$ cat src/rtl/vga_pkg.sv
// -----------------------------------------------------------------------------
// vga_pkg
// Shared constants for the VGA pipe-map display.
//  - 640x480@60 timing constants (visible area, front porch, back porch, retrace)
//  - tile geometry of the pipe map
//  - tile_t encoding stored in the map RAM
//  - 24-bit (8 bits per channel) colour constants, packed {R,G,B}
// -----------------------------------------------------------------------------
package vga_pkg;

    // Horizontal timing, in pixels
    localparam int HD = 640;
    localparam int HF = 16;
    localparam int HB = 48;
    localparam int HR = 96;

    // Vertical timing, in lines
    localparam int VD = 480;
    localparam int VF = 10;
    localparam int VB = 33;
    localparam int VR = 2;

    // Tile map geometry
    localparam int TILE_LOG = 5;
    localparam int MAP_COLS = 20;
    localparam int MAP_ROWS = 15;

    typedef enum logic [1:0] {
        EMPTY = 2'd0,
        PIPE  = 2'd1,
        DIRT  = 2'd2,
        WALL  = 2'd3
    } tile_t;

    // Colours, {R,G,B}
    localparam logic [23:0] COL_BLACK = 24'h000000;
    localparam logic [23:0] COL_PIPE  = 24'h0000C0;
    localparam logic [23:0] COL_DIRT  = 24'h804000;
    localparam logic [23:0] COL_WALL  = 24'hFFFFFF;
    localparam logic [23:0] COL_GRID  = 24'h404040;
    localparam logic [23:0] COL_ROBOT = 24'hFFFF00;

endpackage

$ cat src/rtl/tile_map_ram.sv
// -----------------------------------------------------------------------------
// tile_map_ram
// Simple dual-port RAM holding one tile type per map cell.
//  clk     in        clock
//  we      in        write strobe, accepted on any cycle
//  waddr   in  AW    write address; addresses >= DEPTH are ignored
//  wdata   in  DW    write data
//  re      in        read enable (advances the registered read port)
//  raddr   in  AW    read address; addresses >= DEPTH read as 0
//  rdata   out DW    registered read data, valid the cycle after re
// A read and a write to the same address on the same edge return the old
// contents: both use non-blocking assignment on the same array, which is
// the read-first behaviour block RAMs provide natively.
// -----------------------------------------------------------------------------
module tile_map_ram #(
    parameter int DEPTH = 300,
    parameter int AW    = 9,
    parameter int DW    = 2
) (
    input  logic          clk,
    input  logic          we,
    input  logic [AW-1:0] waddr,
    input  logic [DW-1:0] wdata,
    input  logic          re,
    input  logic [AW-1:0] raddr,
    output logic [DW-1:0] rdata
);

    localparam logic [AW-1:0] LAST_ADDR = AW'(DEPTH - 1);

    logic [DW-1:0] mem [0:DEPTH-1];

    always_ff @(posedge clk) begin
        if (we && (waddr <= LAST_ADDR)) begin
            mem[waddr] <= wdata;
        end
        if (re) begin
            rdata <= (raddr <= LAST_ADDR) ? mem[raddr] : '0;
        end
    end

endmodule

$ cat src/rtl/vga_tile_renderer.sv
// -----------------------------------------------------------------------------
// vga_tile_renderer
// Pixel stage behind the VGA sync generator: draws the 20x15 tile map
// (32x32-pixel tiles), 1-pixel grid lines and the robot sprite, and re-times
// the sync/blank signals so every VGA output carries a 2-pixel-tick latency.
//  CLOCK_50     in          system clock
//  reset        in          synchronous, active-high
//  p_tick       in          pixel enable; the pipeline only advances when high
//  video_on     in          active-area flag
//  pixel_x/y    in   10     current pixel position
//  hsync_in     in          registered HS, active-low
//  vsync_in     in          registered VS, active-low
//  map_we       in          map write strobe (any cycle)
//  map_addr     in   9      tile index row*20+col; >= 300 ignored
//  map_wdata    in   2      tile_t value
//  robot_col    in   5      robot tile column
//  robot_row    in   4      robot tile row
//  VGA_R/G/B    out  COLOR_W
//  VGA_HS/VS    out         delayed hsync_in / vsync_in
//  VGA_BLANK_N  out         delayed video_on
// Pipeline (each stage moves on p_tick only):
//  stage 1: tile address to RAM, fine offsets, tile col/row, video/sync
//  stage 2: colour mux using RAM data, registered onto the pins
// -----------------------------------------------------------------------------
module vga_tile_renderer
    import vga_pkg::*;
#(
    parameter int COLOR_W   = 8,
    parameter int TILE_LOG  = 5,
    parameter int MAP_COLS  = 20,
    parameter int MAP_ROWS  = 15,
    parameter int ROBOT_INS = 4
) (
    input  logic               CLOCK_50,
    input  logic               reset,
    input  logic               p_tick,
    input  logic               video_on,
    input  logic [9:0]         pixel_x,
    input  logic [9:0]         pixel_y,
    input  logic               hsync_in,
    input  logic               vsync_in,
    input  logic               map_we,
    input  logic [8:0]         map_addr,
    input  logic [1:0]         map_wdata,
    input  logic [4:0]         robot_col,
    input  logic [3:0]         robot_row,
    output logic [COLOR_W-1:0] VGA_R,
    output logic [COLOR_W-1:0] VGA_G,
    output logic [COLOR_W-1:0] VGA_B,
    output logic               VGA_HS,
    output logic               VGA_VS,
    output logic               VGA_BLANK_N
);

    // Width of a tile coordinate taken from the top bits of pixel_x/pixel_y
    localparam int CW = 10 - TILE_LOG;

    // Sprite window bounds inside a tile, one bit wider so a zero inset works
    localparam logic [TILE_LOG:0] INS_LO = (TILE_LOG + 1)'(ROBOT_INS);
    localparam logic [TILE_LOG:0] INS_HI = (TILE_LOG + 1)'((1 << TILE_LOG) - ROBOT_INS);

    // ------------------------------------------------------------------
    // Tile address: row*20 + col as (row<<4) + (row<<2) + col.
    // Lines past the map (y >= 480) may exceed 299; the RAM returns 0 for
    // those and they are always blanked anyway.
    // ------------------------------------------------------------------
    logic [CW-1:0] tile_col;
    logic [CW-1:0] tile_row;
    logic [8:0]    rd_addr;
    logic [1:0]    rd_data;

    assign tile_col = pixel_x[9:TILE_LOG];
    assign tile_row = pixel_y[9:TILE_LOG];
    assign rd_addr  = 9'((10'(tile_row) << 4) + (10'(tile_row) << 2) + 10'(tile_col));

    tile_map_ram #(
        .DEPTH (MAP_COLS * MAP_ROWS),
        .AW    (9),
        .DW    (2)
    ) u_map (
        .clk   (CLOCK_50),
        .we    (map_we),
        .waddr (map_addr),
        .wdata (map_wdata),
        .re    (p_tick),
        .raddr (rd_addr),
        .rdata (rd_data)
    );

    // ------------------------------------------------------------------
    // Stage 1 registers, aligned with the RAM read data
    // ------------------------------------------------------------------
    logic [TILE_LOG-1:0] s1_px;
    logic [TILE_LOG-1:0] s1_py;
    logic [CW-1:0]       s1_col;
    logic [CW-1:0]       s1_row;
    logic                s1_video;
    logic                s1_hs;
    logic                s1_vs;

    always_ff @(posedge CLOCK_50) begin
        if (reset) begin
            s1_px    <= '0;
            s1_py    <= '0;
            s1_col   <= '0;
            s1_row   <= '0;
            s1_video <= 1'b0;
            s1_hs    <= 1'b1;
            s1_vs    <= 1'b1;
        end else if (p_tick) begin
            s1_px    <= pixel_x[TILE_LOG-1:0];
            s1_py    <= pixel_y[TILE_LOG-1:0];
            s1_col   <= tile_col;
            s1_row   <= tile_row;
            s1_video <= video_on;
            s1_hs    <= hsync_in;
            s1_vs    <= vsync_in;
        end
    end

    // ------------------------------------------------------------------
    // Robot shadow: only refreshed at the first tick of vertical blank so
    // a position change from game logic never splits a frame.
    // ------------------------------------------------------------------
    logic [4:0] shadow_col;
    logic [3:0] shadow_row;
    logic       frame_edge;

    assign frame_edge = p_tick && (pixel_x == 10'd0) && (pixel_y == 10'(VD));

    always_ff @(posedge CLOCK_50) begin
        if (reset) begin
            shadow_col <= '0;
            shadow_row <= '0;
        end else if (frame_edge) begin
            shadow_col <= robot_col;
            shadow_row <= robot_row;
        end
    end

    // ------------------------------------------------------------------
    // Stage 2 colour mux: blank > robot > grid > tile type
    // ------------------------------------------------------------------
    logic        robot_hit;
    logic        grid_hit;
    logic [23:0] pix_rgb;

    assign robot_hit = (s1_col == CW'(shadow_col)) && (s1_row == CW'(shadow_row))
                    && ({1'b0, s1_px} >= INS_LO) && ({1'b0, s1_px} < INS_HI)
                    && ({1'b0, s1_py} >= INS_LO) && ({1'b0, s1_py} < INS_HI);
    assign grid_hit  = (s1_px == '0) || (s1_py == '0);

    always_comb begin
        pix_rgb = COL_BLACK;
        if (!s1_video) begin
            pix_rgb = COL_BLACK;
        end else if (robot_hit) begin
            pix_rgb = COL_ROBOT;
        end else if (grid_hit) begin
            pix_rgb = COL_GRID;
        end else begin
            case (tile_t'(rd_data))
                EMPTY:   pix_rgb = COL_BLACK;
                PIPE:    pix_rgb = COL_PIPE;
                DIRT:    pix_rgb = COL_DIRT;
                WALL:    pix_rgb = COL_WALL;
                default: pix_rgb = COL_BLACK;
            endcase
        end
    end

    // Fit an 8-bit channel to COLOR_W: narrower keeps the MSBs, wider
    // repeats the 8-bit pattern into the low bits.
    function automatic logic [COLOR_W-1:0] fit_chan(input logic [7:0] c);
        logic [COLOR_W-1:0] r;
        r = '0;
        for (int i = 0; i < COLOR_W; i++) begin
            r[COLOR_W-1-i] = c[7 - (i % 8)];
        end
        return r;
    endfunction

    always_ff @(posedge CLOCK_50) begin
        if (reset) begin
            VGA_R       <= '0;
            VGA_G       <= '0;
            VGA_B       <= '0;
            VGA_HS      <= 1'b1;
            VGA_VS      <= 1'b1;
            VGA_BLANK_N <= 1'b0;
        end else if (p_tick) begin
            VGA_R       <= fit_chan(pix_rgb[23:16]);
            VGA_G       <= fit_chan(pix_rgb[15:8]);
            VGA_B       <= fit_chan(pix_rgb[7:0]);
            VGA_HS      <= s1_hs;
            VGA_VS      <= s1_vs;
            VGA_BLANK_N <= s1_video;
        end
    end

endmodule
$ cat config.mk
export PLATFORM = sky130hd
export DESIGN_NAME = vga_tile_renderer
export DESIGN_NICKNAME = d
export VERILOG_FILES = /design/src/rtl/vga_pkg.sv /design/src/rtl/tile_map_ram.sv /design/src/rtl/vga_tile_renderer.sv
export SDC_FILE = /design/constraint.sdc
export NUM_CORES = 1
export LEC_CHECK = 0
export CELL_PAD_IN_SITES_DETAIL_PLACEMENT = 1
export CELL_PAD_IN_SITES_GLOBAL_PLACEMENT = 1
export CORE_AREA = 4 4 265 267
export DETAILED_ROUTE_END_ITERATION = 12
export DIE_AREA = 0 0 269 271
export PLACE_DENSITY = 0.65
export SLEW_MARGIN = 30
export SYNTH_ARGS = -nofsm -noshare
export SYNTH_HDL_FRONTEND = slang
export SYNTH_SLANG_ARGS = --single-unit
$ cat constraint.sdc
create_clock -name CLOCK_50 -period 4.2 [get_ports CLOCK_50]
set_clock_uncertainty 0.15 [all_clocks]
set_input_delay 0.63 -clock CLOCK_50 [delete_from_list [all_inputs] [get_ports CLOCK_50]]
set_output_delay 0.63 -clock CLOCK_50 [all_outputs]
set_load 0.005 [all_outputs]
# [After elaboration in Yosys (flattened, before gate mapping)]
# Memory sizes are Yosys's and may differ from the RTL's. A register that Yosys moved wholly into a read port is not among the register bits.
# Index checks and enable logic that the tools add are counted.
[classes] n_addsub=2 order_cmp=6 eq_ne=6 muxes=6 reduce_logical=14
[op_table] operator="24-bit one-hot mux with 4 select lines" n=1
[op_table] operator="24-bit 2-to-1 mux" n=3
[op_table] operator="9-bit less-or-equal comparator (second input constant)" n=2
[op_table] operator="10-bit by 9-bit == test with 1-bit output (second input constant)" n=1
[op_table] operator="5-bit by 3-bit >= comparator with 1-bit output (second input constant)" n=2
[op_table] operator="10-bit logical NOT" n=1
[op_table] operator="5-bit logical NOT" n=2
[op_table] operator="5-bit less-than comparator (second input constant)" n=2
[op_table] operator="9-bit by 5-bit adder with 9-bit output" n=1
[op_table] operator="9-bit by 7-bit adder with 9-bit output" n=1
[op_table] operator="1-bit logical AND" n=8
[op_table] operator="5-bit by 4-bit == test with 1-bit output" n=1
[op_table] operator="5-bit == test" n=1
[op_table] operator="2-bit == test (second input constant)" n=2
[op_table] operator="2-bit by 1-bit == test with 1-bit output (second input constant)" n=1
[op_table] operator="2-bit logical NOT" n=1
[op_table] operator="1-bit 2-to-1 mux" n=2
[op_table] operator="1-bit logical NOT" n=1
[op_table] operator="1-bit logical OR" n=1
[totals] reg_bits=59 ramBits=600 in_bits=47 output_inout_bits=27 word_cells=50 memories=1
[mem_list] memory="u_map.mem" depth=300 width=2 read_ports=1 rd_ports_with_merged_regs=1 wr=1 line="tile_map_ram.sv:31" rtl="logic [DW-1:0] mem [0:DEPTH-1];"

# [Depth between registers and ports, before layout]
# Gate-level depths: netlist of run 1.
[depth] depth_word=8 depth_mapped=12 ltp_nobuf=11

# [Modules after synthesis]
# From an unflattened synthesis of run 1, not the netlist that was laid out.
[hier_totals] hier_cells=1697 area_unflattened_um2=26992.1
[by_module_without_submodules] module="tile_map_ram" n_inst=1 cells_per_inst=1455 area_each_um2=24778.8 seq_area_each_um2=18077.3
[by_module_without_submodules] module="vga_tile_renderer" n_inst=1 cells_per_inst=242 area_each_um2=2213.4 seq_area_each_um2=840.8

# [Worst setup path after synthesis of run 1]
# No wires, ideal clock.
[synth_timing] path_type="input -> register" startpoint="in pixel_x[9]" endpoint="reg u_map.rdata[1], read port of u_map.mem (data pin)" setup_ps=259 arrival_ps=3024 t_required_ps=3791 setup_slack_ps=767 cell_stages=11 n_path_buf=2 cell_sequence="fa_1 -> inv_1 -> fa_1 -> clkbuf_1 -> clkbuf_1 -> o221ai_1 -> a21oi_1 -> nand3_1 -> nand4_1 -> a32oi_1 -> o31a_1"
[synth_via] elab_chain_len=3
[synth_rtl] item="start: declaration" line="vga_tile_renderer.sv:38" rtl="input logic [9:0] pixel_x,"
[synth_rtl] item="9-bit by 5-bit adder with 9-bit output (*)" line="vga_tile_renderer.sv:74" rtl="assign rd_addr = 9'((10'(tile_row) << 4) + (10'(tile_row) << 2) + 10'(tile_col));"
[synth_rtl] item="9-bit less-or-equal comparator" line="tile_map_ram.sv:38" rtl="rdata <= (raddr <= LAST_ADDR) ? mem[raddr] : '0;"
[synth_rtl] item="1-bit logical NOT (no line)"
[synth_rtl] item="end: declaration" line="tile_map_ram.sv:26" rtl="output logic [DW-1:0] rdata"
# Every way passes the cells marked *; elsewhere a longest branch is shown, timed or not.
# A chain may end at the register's enable or synchronous reset.

# [Final worst setup path of run 1]
[layout_timing] startpoint="in pixel_y[5]" endpoint="reg u_map.rdata[0], read port of u_map.mem (data pin)"
[layout_via] elab_chain_len=4
[layout_rtl] item="start: declaration" line="vga_tile_renderer.sv:39" rtl="input logic [9:0] pixel_y,"
[layout_rtl] item="9-bit by 7-bit adder with 9-bit output (*)" line="vga_tile_renderer.sv:74"
[layout_rtl] item="9-bit by 5-bit adder with 9-bit output (*)" line="vga_tile_renderer.sv:74"
[layout_rtl] item="9-bit less-or-equal comparator" line="tile_map_ram.sv:38"
[layout_rtl] item="1-bit logical NOT (no line)"
# Marks and branches as above.

==> metrics, run 1 <==
filler instances 6578; RR Endpoint u_map.rdata[0]; Reg area 0.0189 mm²; Setup CP Type in2reg; Area growth syn-to-layout 14.9%; Syn Inst Count 1689; Post-Syn Area per Cell 16.0 µm²; CTS Hold Buffers Added 0; Root Buffer clkbuf_16; count leader, synth edfxtp_1; Layout Nets 1841; Max FO, Critical Path 7; max incr delay on CP 0.72 ns; Crit. End Element flip-flop; area of the multi-input gates 0.00724 mm²; DR vias/cell 5.67; M1 WL 31500 µm; die area 0.0729 mm²; Initial Util 0.396; Main synth FF type edfxtp_1; HP Start s1_hs; io pins 74; CTS buffer count 70; FF-to-FF setup slack 1.57 ns; top post-synthesis cells by count 602 x edfxtp_1, 273 x nor2_1, 126 x mux2i_1; Sum Neg Setup Slack 0 ns; layout cell share with drive strength beyond 1 0.171; Slew HR 0.432; first-pass GRT wire length 109000 µm; number of enable flip-flop cells after synthesis 602; drt wl/cell 26.6 µm; Die Width 269 µm; Post-DP Area 0.0288 mm²; Clock Sinks 644; Syn Std Cell Area 0.0270 mm²; Pleak 9.79 nW; Post-Layout Inst Area 0.0310 mm²; vias in the first global route 16800; worst min path class reg2reg; Final min period 3.61 ns; DR vias 15400; Reg2Reg Depth 7; worst-margin pin slew 0.850 ns; ys async rst share 0; postcts setup bufs 0; Post-Route WL 72200 µm; Min Hold Slack 0.316 ns; final setup fails 0; Critical Path RT 4.40 ns; PnR worst setup slack 0.587 ns; H-tree Lvls 3; Max Fclk 277 MHz; post-route ant nets 0; Clock Path Buffers 3; Die Y 271 µm; Max Cap Violations 0; syn_nets 1747; cell taking the most area after synthesis edfxtp_1; critical path data arrival time 3.82 ns; DP Worst Slack 0.0360 ns; Antenna Cells 0; max-slew violations 0; hold path depth 1; Routed met2 length 36200 µm; Synth area leaders edfxtp_1 67%, mux4_2 9.2%, mux2i_1 4.7%; post-synthesis sequential area ratio 0.702; DR pass1 iterations 5; Setup crit start kind input pin; GRT Overall Usage 0.199; Fin. Hold Viols 0; status completed; port buffer count 73; Core Rows 96; Yosys cell types 57; met3 routed WL 3300 µm; CTS resizes 0; Reg2Reg Launch Point u_map.mem[142][0]; CP max stage cell fa_2; CTS tree yes; crit-path cells clkdlybuf4s50_1 -> fa_1 -> inv_1 -> fa_2 -> buf_4 -> o221ai_1 -> a21oi_1 -> a221oi_1 -> o211ai_1 -> o21ai_1 -> o31a_1; synthesized flop and latch total 644; DR DRC count 0; Core Box Area 0.0681 mm²; Final Cycle Share 0.860; Worst-Skew Late Latency 0.62 ns; Yosys warnings 0; Yosys top cell area share 0.670; largest net degree at the start of global routing 105; HPWL Detailed 46000 µm; initial antenna violation count 0; top sig layer met4; grt ovf 0; unrepaired setup endpoints after global routing false; Hold Path End VGA_HS; pwr dens 455 mW/mm²; Starting DRT DRC Count 1372; worst-case vdd ir drop 355 µV; Worst-path clk slew 0.06 ns; RePlAce Congestion 0.834
## how the worst max path moves through the flow
stage                    start  cells past startpoint        endpoint  slack (ns)
global route        pixel_y[5]                     11  u_map.rdata[0]        0.54
CTS                 pixel_y[5]                     11  u_map.rdata[0]        0.68
global placement    pixel_y[5]                     11  u_map.rdata[1]        0.11
finish              pixel_y[5]                     11  u_map.rdata[0]        0.59
floorplan           pixel_x[9]                     11  u_map.rdata[1]        0.77
detailed placement  pixel_y[5]                     11  u_map.rdata[0]        0.04
## layout by cell type, fill, tap and decap left out, types with 5 or more instances in the layout
master / count
a211oi_1: 21
a21oi_1: 26
a221oi_1: 24
a22oi_1: 6
buf_12: 7
buf_4: 87
clkbuf_1: 21
clkbuf_16: 71
clkdlybuf4s50_1: 67
clkinv_1: 13
clkinv_2: 10
dfxtp_1: 42
edfxtp_1: 602
ha_1: 7
inv_1: 10
mux2i_1: 126
mux4_2: 110
nand2_1: 38
nand2b_1: 11
nand3_1: 23
nand3b_1: 5
nand4_1: 9
nor2_1: 273
nor2b_1: 14
nor3_1: 69
nor4_1: 7
o21ai_0: 14
o21ai_1: 13
o221ai_1: 15
o22ai_1: 14
xnor2_1: 9
## registers in the layout, summed over array words and instances, names as in the netlist, 2 cells and up
name and cells:
s1_col 5, s1_row 5, shadow_row 4, s1_px 5, VGA_B 3, shadow_col 5
u_map.rdata 2, VGA_R 3, s1_py 5, u_map.mem 600
## metrics by stage
step                utilization  cells  power, mW
floorplan                     -   1689       7.88
global placement          0.423   2593       8.40
detailed placement        0.423   2593       8.43
CTS                       0.455   2719       14.2
global route              0.455   2719       14.6
finish                    0.455   2719       14.1
## routing by layer
metal / GRT usage / vias to the layer above
met5: 0 / -
met4: 0.0437 / 0
met3: 0.0293 / 91
met2: 0.332 / 398
met1: 0.278 / 8177
li1: - / 6751
## logic make-up after synthesis
kind of cell / count (synthesis) / share of synthesized area
simple gates: 470 / 0.0767
xor+xnor: 15 / 0.00557
flops: 644 / 0.702
buf+inv: 155 / 0.0308
compound gates: 156 / 0.0402
mux: 238 / 0.139
fa+ha+maj: 11 / 0.00566
## where the power goes
part           internal, mW  switching (mW)  total (mW)
clock                  3.32            2.48        5.80
sequential             7.04          0.0284        7.07
combinational         0.470           0.759        1.23
total                  10.8            3.27        14.1
## area by class of cell
| type | count | share of cell area |
|---|---|---|
| sequential | 644 | 0.611 |
| multi-input combinational | 890 | 0.234 |
| clock buffer | 92 | 0.0599 |
| timing repair buffer | 167 | 0.0492 |
| tap | 882 | 0.0356 |
| clock inverter | 34 | 0.00969 |
| inverter | 10 | 0.00121 |
## critical path: cells and delay by family
| family | cells | cell delay (ns) |
|---|---|---|
| buffers and inverters | 3 | 0.79 |
| AOI/OAI and AO/OA | 6 | 1.07 |
| adders and majority gates | 2 | 1.32 |
Power figures use the tool's default switching activity.
==> inputs of run 2 (changes only) <==
Settings changed: SYNTH_HIERARCHICAL set to 1, TNS_END_PERCENT set to 20.
==> metrics, run 2 <==
unrepaired setup endpoints after global routing false (unchanged); count leader, synth edfxtp_1 (unchanged); vias in the first global route 16800 (about the same); Yosys cell types 65 (was 57); Pleak 10.1 nW (was 9.79 nW); DP Worst Slack -0.253 ns (was 0.0360 ns); worst-margin pin slew 0.884 ns (was 0.850 ns); grt ovf 0 (unchanged); CTS tree yes (unchanged); critical path data arrival time 4.09 ns (was 3.82 ns); postcts setup bufs 0 (unchanged); DR pass1 iterations 5 (unchanged); io pins 74 (unchanged); Core Rows 96 (unchanged); Yosys warnings 6 (was 0); CTS Hold Buffers Added 0 (unchanged); Final min period 3.90 ns (was 3.61 ns); Layout Nets 1884 (was 1841); Clock Sinks 644 (unchanged); Syn Std Cell Area 0.0270 mm² (about the same); pwr dens 456 mW/mm² (was 455 mW/mm²); max-slew violations 0 (unchanged); largest net degree at the start of global routing 176 (was 105); Root Buffer clkbuf_16 (unchanged); HP Start p_tick (was s1_hs); Main synth FF type edfxtp_1 (unchanged); Worst-path clk slew 0.06 ns (about the same); ys async rst share 0 (unchanged); Worst-Skew Late Latency 0.61 ns (was 0.62 ns); die area 0.0729 mm² (unchanged); DR vias/cell 5.71 (was 5.67); max reg flops 600 (unchanged); Post-Syn Area per Cell 15.9 µm² (was 16.0 µm²); worst-case vdd ir drop 267 µV (was 355 µV); final setup fails 0 (unchanged); most common cell after layout, fill and taps aside edfxtp_1 (unchanged); Area growth syn-to-layout 16.1% (was 14.9%); status completed (unchanged); port buffer count 73 (unchanged); cell taking the most area after synthesis edfxtp_1 (unchanged); drt wl/cell 27.0 µm (was 26.6 µm); Setup crit start kind input pin (unchanged); Min Hold Slack 0.297 ns (was 0.316 ns); H-tree Lvls 3 (unchanged); GRT Overall Usage 0.204 (was 0.199); Final Cycle Share 0.928 (was 0.860); DR vias 15800 (was 15400); Setup CP Type in2reg (unchanged); CTS resizes 0 (unchanged); initial antenna violation count 0 (unchanged); Synth area leaders edfxtp_1 67%, mux4_2 9.6%, mux2i_1 4.1% (was edfxtp_1 67%, mux4_2 9.2%, mux2i_1 4.7%); Antenna Cells 0 (unchanged); HPWL Detailed 47900 µm (was 46000 µm); Post-Route WL 74600 µm (was 72200 µm); Critical Path RT 4.39 ns (was 4.40 ns); Clock Path Buffers 3 (unchanged); Max FO, Critical Path 5 (was 7); Die Width 269 µm (unchanged); Critical Path Source pixel_x[9] (was pixel_y[5]); Syn Inst Count 1697 (was 1689); number of enable flip-flop cells after synthesis 602 (unchanged); CTS buffer count 70 (unchanged); Reg with most FFs u_map/mem (was u_map.mem); Slew HR 0.409 (was 0.432); worst min path class in2reg (was reg2reg); Reg2Reg Depth 6 (was 7); Die Y 271 µm (unchanged); Crit. End Element flip-flop (unchanged); Yosys top cell area share 0.670 (about the same); Max Cap Violations 0 (unchanged); RePlAce Congestion 0.843 (was 0.834); most frequent cells in the layout 602 x edfxtp_1, 274 x nor2_1, 115 x mux4_2, 112 x buf_4, 111 x mux2i_1 (was 602 x edfxtp_1, 273 x nor2_1, 126 x mux2i_1, 110 x mux4_2, 87 x buf_4); PnR worst setup slack 0.304 ns (was 0.587 ns); top post-synthesis cells by count 602 x edfxtp_1, 275 x nor2_1, 115 x mux4_2 (was 602 x edfxtp_1, 273 x nor2_1, 126 x mux2i_1); Starting DRT DRC Count 1445 (was 1372); synthesized flop and latch total 644 (unchanged); DR DRC count 0 (unchanged); post-route ant nets 0 (unchanged); hold path depth 1 (unchanged); layout cell share with drive strength beyond 1 0.188 (was 0.171); post-synthesis sequential area ratio 0.701 (was 0.702); Reg2Reg Launch Point u_map/mem[287][0] (was u_map.mem[142][0]); Initial Util 0.396 (about the same); syn_nets 1755 (was 1747); Core Box Area 0.0681 mm² (unchanged); Max Fclk 257 MHz (was 277 MHz); Fin. Hold Viols 0 (unchanged); first-pass GRT wire length 110000 µm (was 109000 µm)
-- run 2: changes by cell type in the layout (fill, tap and decap cells not counted), sizes merged, moves of 10 or more --
cell	delta
a211oi	-17
a21oi	+14
buf	+28
inv	+10
mux2i	-15
nand2	+12
o221ai	+14
o22ai	-11
-- run 2: cells by family after synthesis --
kind of cell    count (synthesis)  synth area share
compound gates                156            0.0406
mux                           236             0.141
fa+ha+maj                      11           0.00566
flops                         644             0.701
buf+inv                       155            0.0286
xor+xnor                       12           0.00389
simple gates                  483            0.0792
-- run 2: power by group --
part	total [mW]	internal [mW]	switching, mW	leakage [nW]
Sequential	7.06	7.04	0.0207	5.75
Clock	5.90	3.43	2.47	1.06
Combinational	1.33	0.520	0.810	3.26
-- run 2: critical path, stage by stage --
cell and delay (ns):
clkdlybuf4s50_1 0.46, fa_1 0.64, ha_1 0.26, a21o_1 0.18, a21oi_1 0.27, xnor2_1 0.38, and2_1 0.26, o221ai_1 0.12
a221oi_1 0.29, nor4_1 0.11, o21a_1 0.13, a211oi_2 0.25, o41ai_1 0.12
-- run 2: layout make-up --
type | count | area [µm²]
multi-input cells | 898 | 7310
inverters | 18 | 67.6
well taps | 882 | 1100
repair buffers | 194 | 1760
clock inverters | 33 | 267
clock buffers | 93 | 1900
fillers | 6566 | 36800
flip-flops and latches | 644 | 18900
-- run 2: metrics by stage --
step                cells  setup TNS (ns)  cell area, µm²   util  power [mW]
floorplan            1697               0           27000      -        7.87
global placement     2636          -0.201           29200  0.428        8.49
detailed placement   2636          -0.253           29200  0.428        8.52
CTS                  2762               0           31300  0.460        14.4
global route         2762               0           31300  0.460        14.8
finish               2762               0           31300  0.460        14.3
-- run 2: routing by layer --
| layer | up-vias | part of all wire | global-route usage |
|---|---|---|---|
| li1 | 6875 | - | - |
| met1 | 8289 | 0.42 | 0.281 |
| met2 | 508 | 0.48 | 0.334 |
| met3 | 104 | 0.068 | 0.0406 |
| met4 | 0 | 0.023 | 0.0576 |
| met5 | - | 0 | 0 |
-- run 2: worst paths after layout --
kind	endpoint	slack [ns]
worst min register to register	VGA_VS	0.32
worst max register to register	u_map/rdata[0]	1.47
worst max-delay path	u_map/rdata[0]	0.30
worst min-delay path	u_map/rdata[0]	0.30
